### config.mk
export PLATFORM = sky130hd
export DESIGN_NAME = bin_conv3x3_stream
export DESIGN_NICKNAME = d
export VERILOG_FILES = /design/src/rtl/bin_conv3x3_stream.sv
export SDC_FILE = /design/constraint.sdc
export NUM_CORES = 1
export LEC_CHECK = 0
export ABC_AREA = 1
export CELL_PAD_IN_SITES_DETAIL_PLACEMENT = 0
export CELL_PAD_IN_SITES_GLOBAL_PLACEMENT = 1
export CORE_MARGIN = 8
export CORE_UTILIZATION = 40
export CTS_CLUSTER_DIAMETER = 50
export DETAILED_ROUTE_END_ITERATION = 8
export PLACE_DENSITY = 0.76
export SYNTH_ARGS = -nofsm -noshare
export SYNTH_HDL_FRONTEND = slang
export SYNTH_SLANG_ARGS = --single-unit
### constraint.sdc
create_clock -name clk -period 7.2 [get_ports clk]
set_clock_uncertainty 0.2 [all_clocks]
set_input_delay 1.08 -clock clk [delete_from_list [all_inputs] [get_ports clk]]
set_output_delay 1.08 -clock clk [all_outputs]
set_load 0.05 [all_outputs]
### src/rtl/bin_conv3x3_stream.sv
// Streaming 3x3 binary convolution: two line buffers, a 3x3 window and
// N_CH XNOR-popcount channels with a 1-deep registered output stage.
// Optional macro BCONV_SCORE_OUT_EN adds the registered score_out port.
module bin_conv3x3_stream #(
  parameter int IMG_W = 28,
  parameter int IMG_H = 28,
  parameter int N_CH  = 8,
  parameter logic [N_CH*9-1:0] WEIGHTS = {(N_CH*9){1'b1}},
  parameter logic [N_CH*4-1:0] THRESH  = {N_CH{4'd5}}
) (
  input  logic            clk,
  input  logic            rst,
  input  logic            in_valid,
  output logic            in_ready,
  input  logic            pixel_in,
  output logic            out_valid,
  input  logic            out_ready,
  output logic [N_CH-1:0] conv_out,
  output logic            frame_done
`ifdef BCONV_SCORE_OUT_EN
  ,
  output logic [N_CH*4-1:0] score_out
`endif
);

  localparam int CW = $clog2(IMG_W);
  localparam int RW = $clog2(IMG_H);

  logic [CW-1:0]     col_r;
  logic [RW-1:0]     row_r;
  logic [IMG_W-1:0]  lb1_r;       // previous row
  logic [IMG_W-1:0]  lb2_r;       // row before the previous one
  logic [8:0]        win_r;       // tap k = row*3+col, k=8 is newest
  logic [8:0]        win_nxt_s;
  logic              accept_s;
  logic              col_last_s;
  logic              row_last_s;
  logic              win_ok_s;
  logic [N_CH-1:0]   bits_s;
  logic [N_CH*4-1:0] score_s;

  // Number of ones in a 9-bit vector (0..9).
  function automatic logic [3:0] popcount9(input logic [8:0] v);
    logic [3:0] c;
    c = 4'd0;
    for (int i = 0; i < 9; i++) begin
      c = c + {3'd0, v[i]};
    end
    return c;
  endfunction

  assign in_ready   = !out_valid || out_ready;
  assign accept_s   = in_valid && in_ready;
  assign col_last_s = (col_r == CW'(IMG_W - 1));
  assign row_last_s = (row_r == RW'(IMG_H - 1));
  assign win_ok_s   = (row_r >= RW'(2)) && (col_r >= CW'(2));

  // Window after shifting in the accepted pixel and its column from the line buffers.
  always_comb begin
    win_nxt_s = {pixel_in, win_r[8:7], lb1_r[col_r], win_r[5:4], lb2_r[col_r], win_r[2:1]};
  end

  // Per-channel XNOR-popcount score and threshold decision on the new window.
  always_comb begin
    score_s = '0;
    bits_s  = '0;
    for (int ch = 0; ch < N_CH; ch++) begin
      score_s[ch*4 +: 4] = popcount9(~(win_nxt_s ^ WEIGHTS[ch*9 +: 9]));
      bits_s[ch]         = (score_s[ch*4 +: 4] >= THRESH[ch*4 +: 4]);
    end
  end

  // Raster coordinate counters and the 3x3 window, advanced only on accept.
  always_ff @(posedge clk) begin
    if (rst) begin
      col_r <= '0;
      row_r <= '0;
      win_r <= 9'd0;
    end else if (accept_s) begin
      win_r <= win_nxt_s;
      if (col_last_s) begin
        col_r <= '0;
        row_r <= row_last_s ? '0 : row_r + RW'(1);
      end else begin
        col_r <= col_r + CW'(1);
      end
    end
  end

  // Line buffers: contents are rebuilt before use after a reset, so they are not cleared.
  always_ff @(posedge clk) begin
    if (accept_s) begin
      lb1_r[col_r] <= pixel_in;
      lb2_r[col_r] <= lb1_r[col_r];
    end
  end

  // Output register: load on a completed window, otherwise drop valid once consumed.
  always_ff @(posedge clk) begin
    if (rst) begin
      out_valid  <= 1'b0;
      conv_out   <= '0;
      frame_done <= 1'b0;
    end else if (accept_s && win_ok_s) begin
      out_valid  <= 1'b1;
      conv_out   <= bits_s;
      frame_done <= col_last_s && row_last_s;
    end else if (out_ready) begin
      out_valid  <= 1'b0;
    end
  end

`ifdef BCONV_SCORE_OUT_EN
  // Raw scores registered with the same timing as conv_out.
  always_ff @(posedge clk) begin
    if (rst) begin
      score_out <= '0;
    end else if (accept_s && win_ok_s) begin
      score_out <= score_s;
    end
  end
`endif

endmodule
==> results.yml, run 1 <==
job:
  maxCapViolCount: 0
logic_synthesis:
  synth-edff-count: 56
  synth_warnings: 0
  synthesis.nets: 420
  yosys_register_bits: 75
  syn_area_mm2: 0.00370
  yosysTopAreaCell: "edfxtp_1"
  synthArstFlopShare_pct: 0
  yosys.cell_types.count: 32
  synth_flop_cell: "edfxtp_1"
  seq_area_frac_synth_pct: 55.8
  yosys.area.top_type_share_pct: 45.5
  synth.area.top_cells: "edfxtp_1 45%, dfxtp_1 10%, nand2_1 9.3%, nor2_1 7.2%, inv_1 5.9%"
  syn_inst: 402
  syn_area_per_cell_um2: 9.20
layout:
  regArea_mm2: 0.00206
  area_growth_pct: 9.41
  drive_gt1_share_pct: 6.95
  n_antenna_cell: 0
  nets: 430
  layout_commonest_cell: "nand2_1"
  fin_area_mm2: 0.00405
  final_cell_mix: "92 x nand2_1, 71 x nor2_1, 58 x inv_1, 56 x edfxtp_1"
  multi_input_area_mm2: 0.00125
  fillers: 906
floorplanning:
  die_width_um: 112
  fp.coreArea_mm2: 0.00911
  die-area_mm2: 0.0126
  start_util_pct: 40.6
  ios: 16
  num_rows: 35
  die_height_um: 112
worst_setup_path:
  cp-end-kind: "register"
  cp-endpoint: "conv_out[0]$_SDFFE_PP0P_"
  startpoint_type: "register"
  crit_type: "register to register"
  crit_fanout: 36
  rr_startpoint: "col_r[0]$_SDFFE_PP0P_"
  worstSetupStartpoint: "col_r[0]$_SDFFE_PP0P_"
  worstReg2RegEnd: "conv_out[0]$_SDFFE_PP0P_"
  reg2reg_depth: 19
  required_ns: 7.23
  rrSetupSlack_ns: 2.43
  arrival_ns: 4.80
clocking:
  cts.sinks: 75
  cts_hold_buf: 0
  clk_path_buf_depth: 2
  cts_root_buf: "clkbuf_8"
  h-tree-depth: 3
  clk_pin_slew_ns: 0.08
  post_cts.repair.setup_buffers: 0
  cts_tree: "done"
  worstSkewPairLatency_ns: 0.35
  cts_resized: 0
  numCtsBuffers: 9
drt:
  ant_nets: 0
  drc: 0
  dr.first_iter.drc_count: 112
  wl_met2_um: 3440
  vias: 2546
  wire_per_inst_um: 13.9
  routed-wl-met3_um: 423
  maxUsedRoutingLayer: "met4"
  first_pass_iters: 4
  via_per_inst: 4.82
  wl_met1_um: 3360
  wirelength_um: 7330
worst_hold_path:
  min_path_cells: 2
  hold_class: "register to register"
timing:
  rsz0062_at_grt: "no"
  period_share_pct: 66.3
  period_needed_ns: 4.77
  timing.setup.tns_ns: 0
  fmax_mhz: 210
  slew_violations: 0
  finalSetupViolCount: 0
  fin_ws_ns: 2.43
  hold_viol: 0
  maxSlewHeadroom_pct: 15.5
  worst_pin_slew_ns: 1.27
placement:
  hpwl_um: 4990
  port_buffers: 15
  gp_congestion: 0.811
  placed_area_mm2: 0.00385
  dp_slack_ns: 2.42
power:
  power.share.clock_pct: 34.3
  combinationalPowerShare_pct: 12.3
  seq_power_share_pct: 53.4
  powerDensity_mw_per_mm2: 227
  p_switching_w: 0.000239
  p_leak_nw: 1.69
  p_int_w: 0.000677
  ir_drop_mv: 0.131
  swShare_pct: 26.1
grt:
  groute.usage.overall_pct: 12.7
  antenna_found_initial: 0
  grt_max_degree: 37
  grt_pass1_vias: 2609
  overflow: 0
  grt_pass1_wl_um: 12600
outcome:
  outcome: "completed"
[power by group through the flow]
| stage | Clock, W | Sequential (W) | Combinational, W |
|---|---|---|---|
| after floorplan | 0 | 0.000492 | 0.0000911 |
| after global placement | 0 | 0.000499 | 0.000112 |
| after detailed placement | 0 | 0.000499 | 0.000114 |
| after CTS | 0.000324 | 0.000489 | 0.000115 |
| after global routing | 0.000339 | 0.000491 | 0.000134 |
| final | 0.000315 | 0.000489 | 0.000113 |
[state kept, by name (all words and copies together) (netlist names)]
register and cells:
win_r 6, frame_done 1, out_valid 1, col_r 5, lb1_r 28, row_r 5
conv_out 1, lb2_r 28
[how the worst min path moves through the flow]
stage | start | to | slack [ns]
after floorplan | row_r[0]$_SDFFE_PP0P_ | row_r[0]$_SDFFE_PP0P_ | 0.27
after global placement | frame_done$_SDFFE_PP0P_ | frame_done$_SDFFE_PP0P_ | 0.25
after detailed placement | frame_done$_SDFFE_PP0P_ | frame_done$_SDFFE_PP0P_ | 0.27
after CTS | frame_done$_SDFFE_PP0P_ | frame_done$_SDFFE_PP0P_ | 0.28
after global routing | frame_done$_SDFFE_PP0P_ | frame_done$_SDFFE_PP0P_ | 0.30
final | frame_done$_SDFFE_PP0P_ | frame_done$_SDFFE_PP0P_ | 0.28
[cells in the mapped netlist (2+ instances only)]
cell       n
dfxtp_1   19
xor2_1     2
o21bai_2   2
buf_2      2
nand2_1   92
o21ai_0   19
o21ai_1    3
nand2_2    2
nor2_1    71
nand3_1   19
inv_2      2
buf_6      6
nand4_1    2
ha_1       8
edfxtp_1  56
buf_4      9
fa_1       5
inv_1     58
a21oi_1   12
[area by class of cell]
type | count | share of cell area (%)
clock inverters | 7 | 1.70
flip-flops and latches | 75 | 51.0
repair buffers | 17 | 4.08
inverters | 61 | 5.72
well taps | 111 | 3.43
multi-input cells | 248 | 31.0
clock buffers | 9 | 3.06
[routing by layer]
| metal | up-vias | track usage, % |
|---|---|---|
| met5 | - | 0 |
| met4 | 0 | 4.14 |
| met3 | 8 | 4.35 |
| met2 | 66 | 21.1 |
| met1 | 1181 | 14.9 |
| li1 | 1291 | - |
[through the flow]
step	std cells	power, W	utilization [%]	hold slack [ns]
after global placement	512	0.000611	42.3	0.255
after CTS	528	0.000929	44.4	0.280
after detailed placement	512	0.000613	42.3	0.265
after floorplan	402	0.000583	-	0.271
final	528	0.000916	44.4	0.277
after global routing	528	0.000963	44.4	0.303
[critical path: stages (launching register included)]
cell	delay, ns
dfxtp_1	1.17
inv_4	0.32
nand2_1	0.14
nand2_1	0.05
nand2_1	0.05
o21ai_0	0.10
nand2_1	0.07
nand2_1	0.05
nor2_1	0.16
nand2_1	0.09
inv_1	0.08
fa_1	0.43
fa_1	0.46
fa_1	0.37
inv_1	0.09
fa_1	0.42
nor2_1	0.12
o22ai_1	0.08
o21ai_0	0.15
a21oi_1	0.06
[logic make-up after synthesis]
| group | share of synthesized area (%) |
|---|---|
| adders and majority gates | 5.41 |
| AOI/OAI and AO/OA | 6.29 |
| xor gates and xnor gates | 0.711 |
| buffers and inverters | 10.3 |
| DFF | 55.8 |
| and+or+nand+nor | 21.5 |
Power figures use the tool's default switching activity.
==> run 2: changes to the inputs <==
Settings changed: PLACE_DENSITY 0.76 to 0.79.
Clock period 7.2 ns to 4.3 ns, I/O delays scaled along.
==> run 2 against run 1 <==
  * First-iteration DRC count grew 33%
  * Final cell count is 0.95% higher
  * Worst hold slack got worse by 0.0042 ns
  * Count of clock-buffer cells in the layout stayed put
  * Sequential cell count is the same
  * Register-to-register slack got worse by 2.0 ns
  * Via count fell by 0.31%
==> results.yml, run 2 (synthesized netlist as in run 1, its figures left out) <==
clocking:
  clk_pin_slew_ns: 0.08
  cts_tree: "done"
  worstSkewPairLatency_ns: 0.35
  clk_path_buf_depth: 2
  h-tree-depth: 3
  cts_hold_buf: 0
  cts_root_buf: "clkbuf_8"
  cts.sinks: 75
  cts_resized: 0
  post_cts.repair.setup_buffers: 0
  numCtsBuffers: 9
layout:
  final_cell_mix: "92 x nand2_1, 71 x nor2_1, 58 x inv_1, 56 x edfxtp_1"
  layout_commonest_cell: "nand2_1"
  regArea_mm2: 0.00206
  n_antenna_cell: 0
  area_growth_pct: 12.0
  layout.cells.non_filler: 533
  drive_gt1_share_pct: 8.29
  fillers: 891
  multi_input_area_mm2: 0.00125
  nets: 435
  final_core_util_pct: 45.5
  reg_top3: "lb1_r x28, lb2_r x28, win_r x6"
placement:
  dp_slack_ns: 0.405
  gp_congestion: 0.854
  hpwl_um: 5070
  placed_cells: 517
  port_buffers: 15
worst_setup_path:
  cp.depth: 19
  rr_startpoint: "col_r[0]$_SDFFE_PP0P_"
  worst_path_max_delay_cell: "fa_1"
  worstSetupStartpoint: "col_r[0]$_SDFFE_PP0P_"
  cpMostUsedCell: "nand2_1"
  crit_type: "register to register"
  startpoint_type: "register"
  crit_fanout: 28
  worstReg2RegEnd: "conv_out[0]$_SDFFE_PP0P_"
  rrSetupSlack_ns: 0.44
  crit_path_max_incr_delay_ns: 0.45
  crit_buf_inv: 3
  arrival_ns: 3.90
  cp-end-kind: "register"
  reg2reg_depth: 19
  cp-endpoint: "conv_out[0]$_SDFFE_PP0P_"
  crit_chain: "inv_4 > nand2_1 > nand2_1 > nand2_1 > o21ai_0 > nand2_1 > nand2_1 > nor2_1 > nand2_1 > inv_1 > fa_1 > fa_1 > fa_1 > inv_1 > fa_1 > nor2_1 > o22ai_1 > o21ai_0 > a21oi_1"
  crit_family: "adder cells"
  required_ns: 4.34
floorplanning:
  die_width_um: 112
  num_rows: 35
  die-area_mm2: 0.0126
  start_util_pct: 40.6
  fp.coreArea_mm2: 0.00911
  ios: 16
  die_height_um: 112
timing:
  rsz0062_at_grt: "no"
  fin_ws_ns: 0.443
  period_needed_ns: 3.86
  maxSlewHeadroom_pct: 64.5
  period_share_pct: 89.7
  slew_violations: 0
  fmax_mhz: 259
  finalSetupViolCount: 0
  fin_hold_ws_ns: 0.273
  worst_pin_slew_ns: 0.531
  timing.setup.tns_ns: 0
  hold_viol: 0
grt:
  groute.usage.overall_pct: 12.4
  grt_max_degree: 29
  grt_pass1_wl_um: 12300
  overflow: 0
  antenna_found_initial: 0
  grt_pass1_vias: 2543
drt:
  wirelength_um: 7450
  first_pass_iters: 4
  drc: 0
  via_per_inst: 4.76
  dr.first_iter.drc_count: 149
  wire_per_inst_um: 14.0
  vias: 2538
  ant_nets: 0
outcome:
  outcome: "completed"
worst_hold_path:
  hold_start: "frame_done$_SDFFE_PP0P_"
  hold_class: "register to register"
job:
  maxCapViolCount: 0
power:
  p_leak_nw: 1.76
  ir_drop_mv: 0.226
  powerDensity_mw_per_mm2: 401
run 2: cell types whose count changed in the layout (fill, tap and decap cells not counted):
cell	previous run	this run
clkinv_2	1	2
clkinv_4	0	1
buf_12	0	1
buf_4	2	6
clkinvlp_4	4	1
clkinv_1	1	0
bufinv_16	1	3
run 2: final cells by class:
cell class	instances	area share (%)
Sequential cell	75	49.8
Multi-Input combinational cell	248	30.3
Inverter	61	5.59
Timing Repair Buffer	22	5.19
Tap cell	111	3.35
Clock buffer	9	2.99
Clock inverter	7	2.81
run 2: worst min-delay path by stage:
stage          cells past startpoint                 endpoint
2_1_floorplan                      2    row_r[0]$_SDFFE_PP0P_
4_1_cts                            2  frame_done$_SDFFE_PP0P_
3_3_place_gp                       2  frame_done$_SDFFE_PP0P_
3_5_place_dp                       2  frame_done$_SDFFE_PP0P_
6_report                           2  frame_done$_SDFFE_PP0P_
5_1_grt                            2  frame_done$_SDFFE_PP0P_
run 2: worst min-delay path, stage by stage (launching register included):
cell and delay [ns]:
dfxtp_1 0.31, nand2_1 0.06, a21oi_1 0.06
run 2: per-layer routing:
layer	wire (um)	GRT usage, %	up-vias
met5	0	0	-
met4	104	4.59	0
met3	309	2.68	13
met2	3680	21.8	32
met1	3350	14.5	1193
li1	-	-	1300
run 2: through the flow:
stage | total power (W) | instance area, um2
after floorplan | 0.000976 | 3700
after global placement | 0.00103 | 3900
after detailed placement | 0.00103 | 3900
after CTS | 0.00168 | 4140
after global routing | 0.00173 | 4140
final | 0.00166 | 4140
run 2: power breakdown:
group | switching [W] | internal [W] | total (W)
combinational | 0.000134 | 0.0000723 | 0.000206
clock | 0.000260 | 0.000384 | 0.000644
sequential | 0.00000745 | 0.000801 | 0.000809
total | 0.000402 | 0.00126 | 0.00166
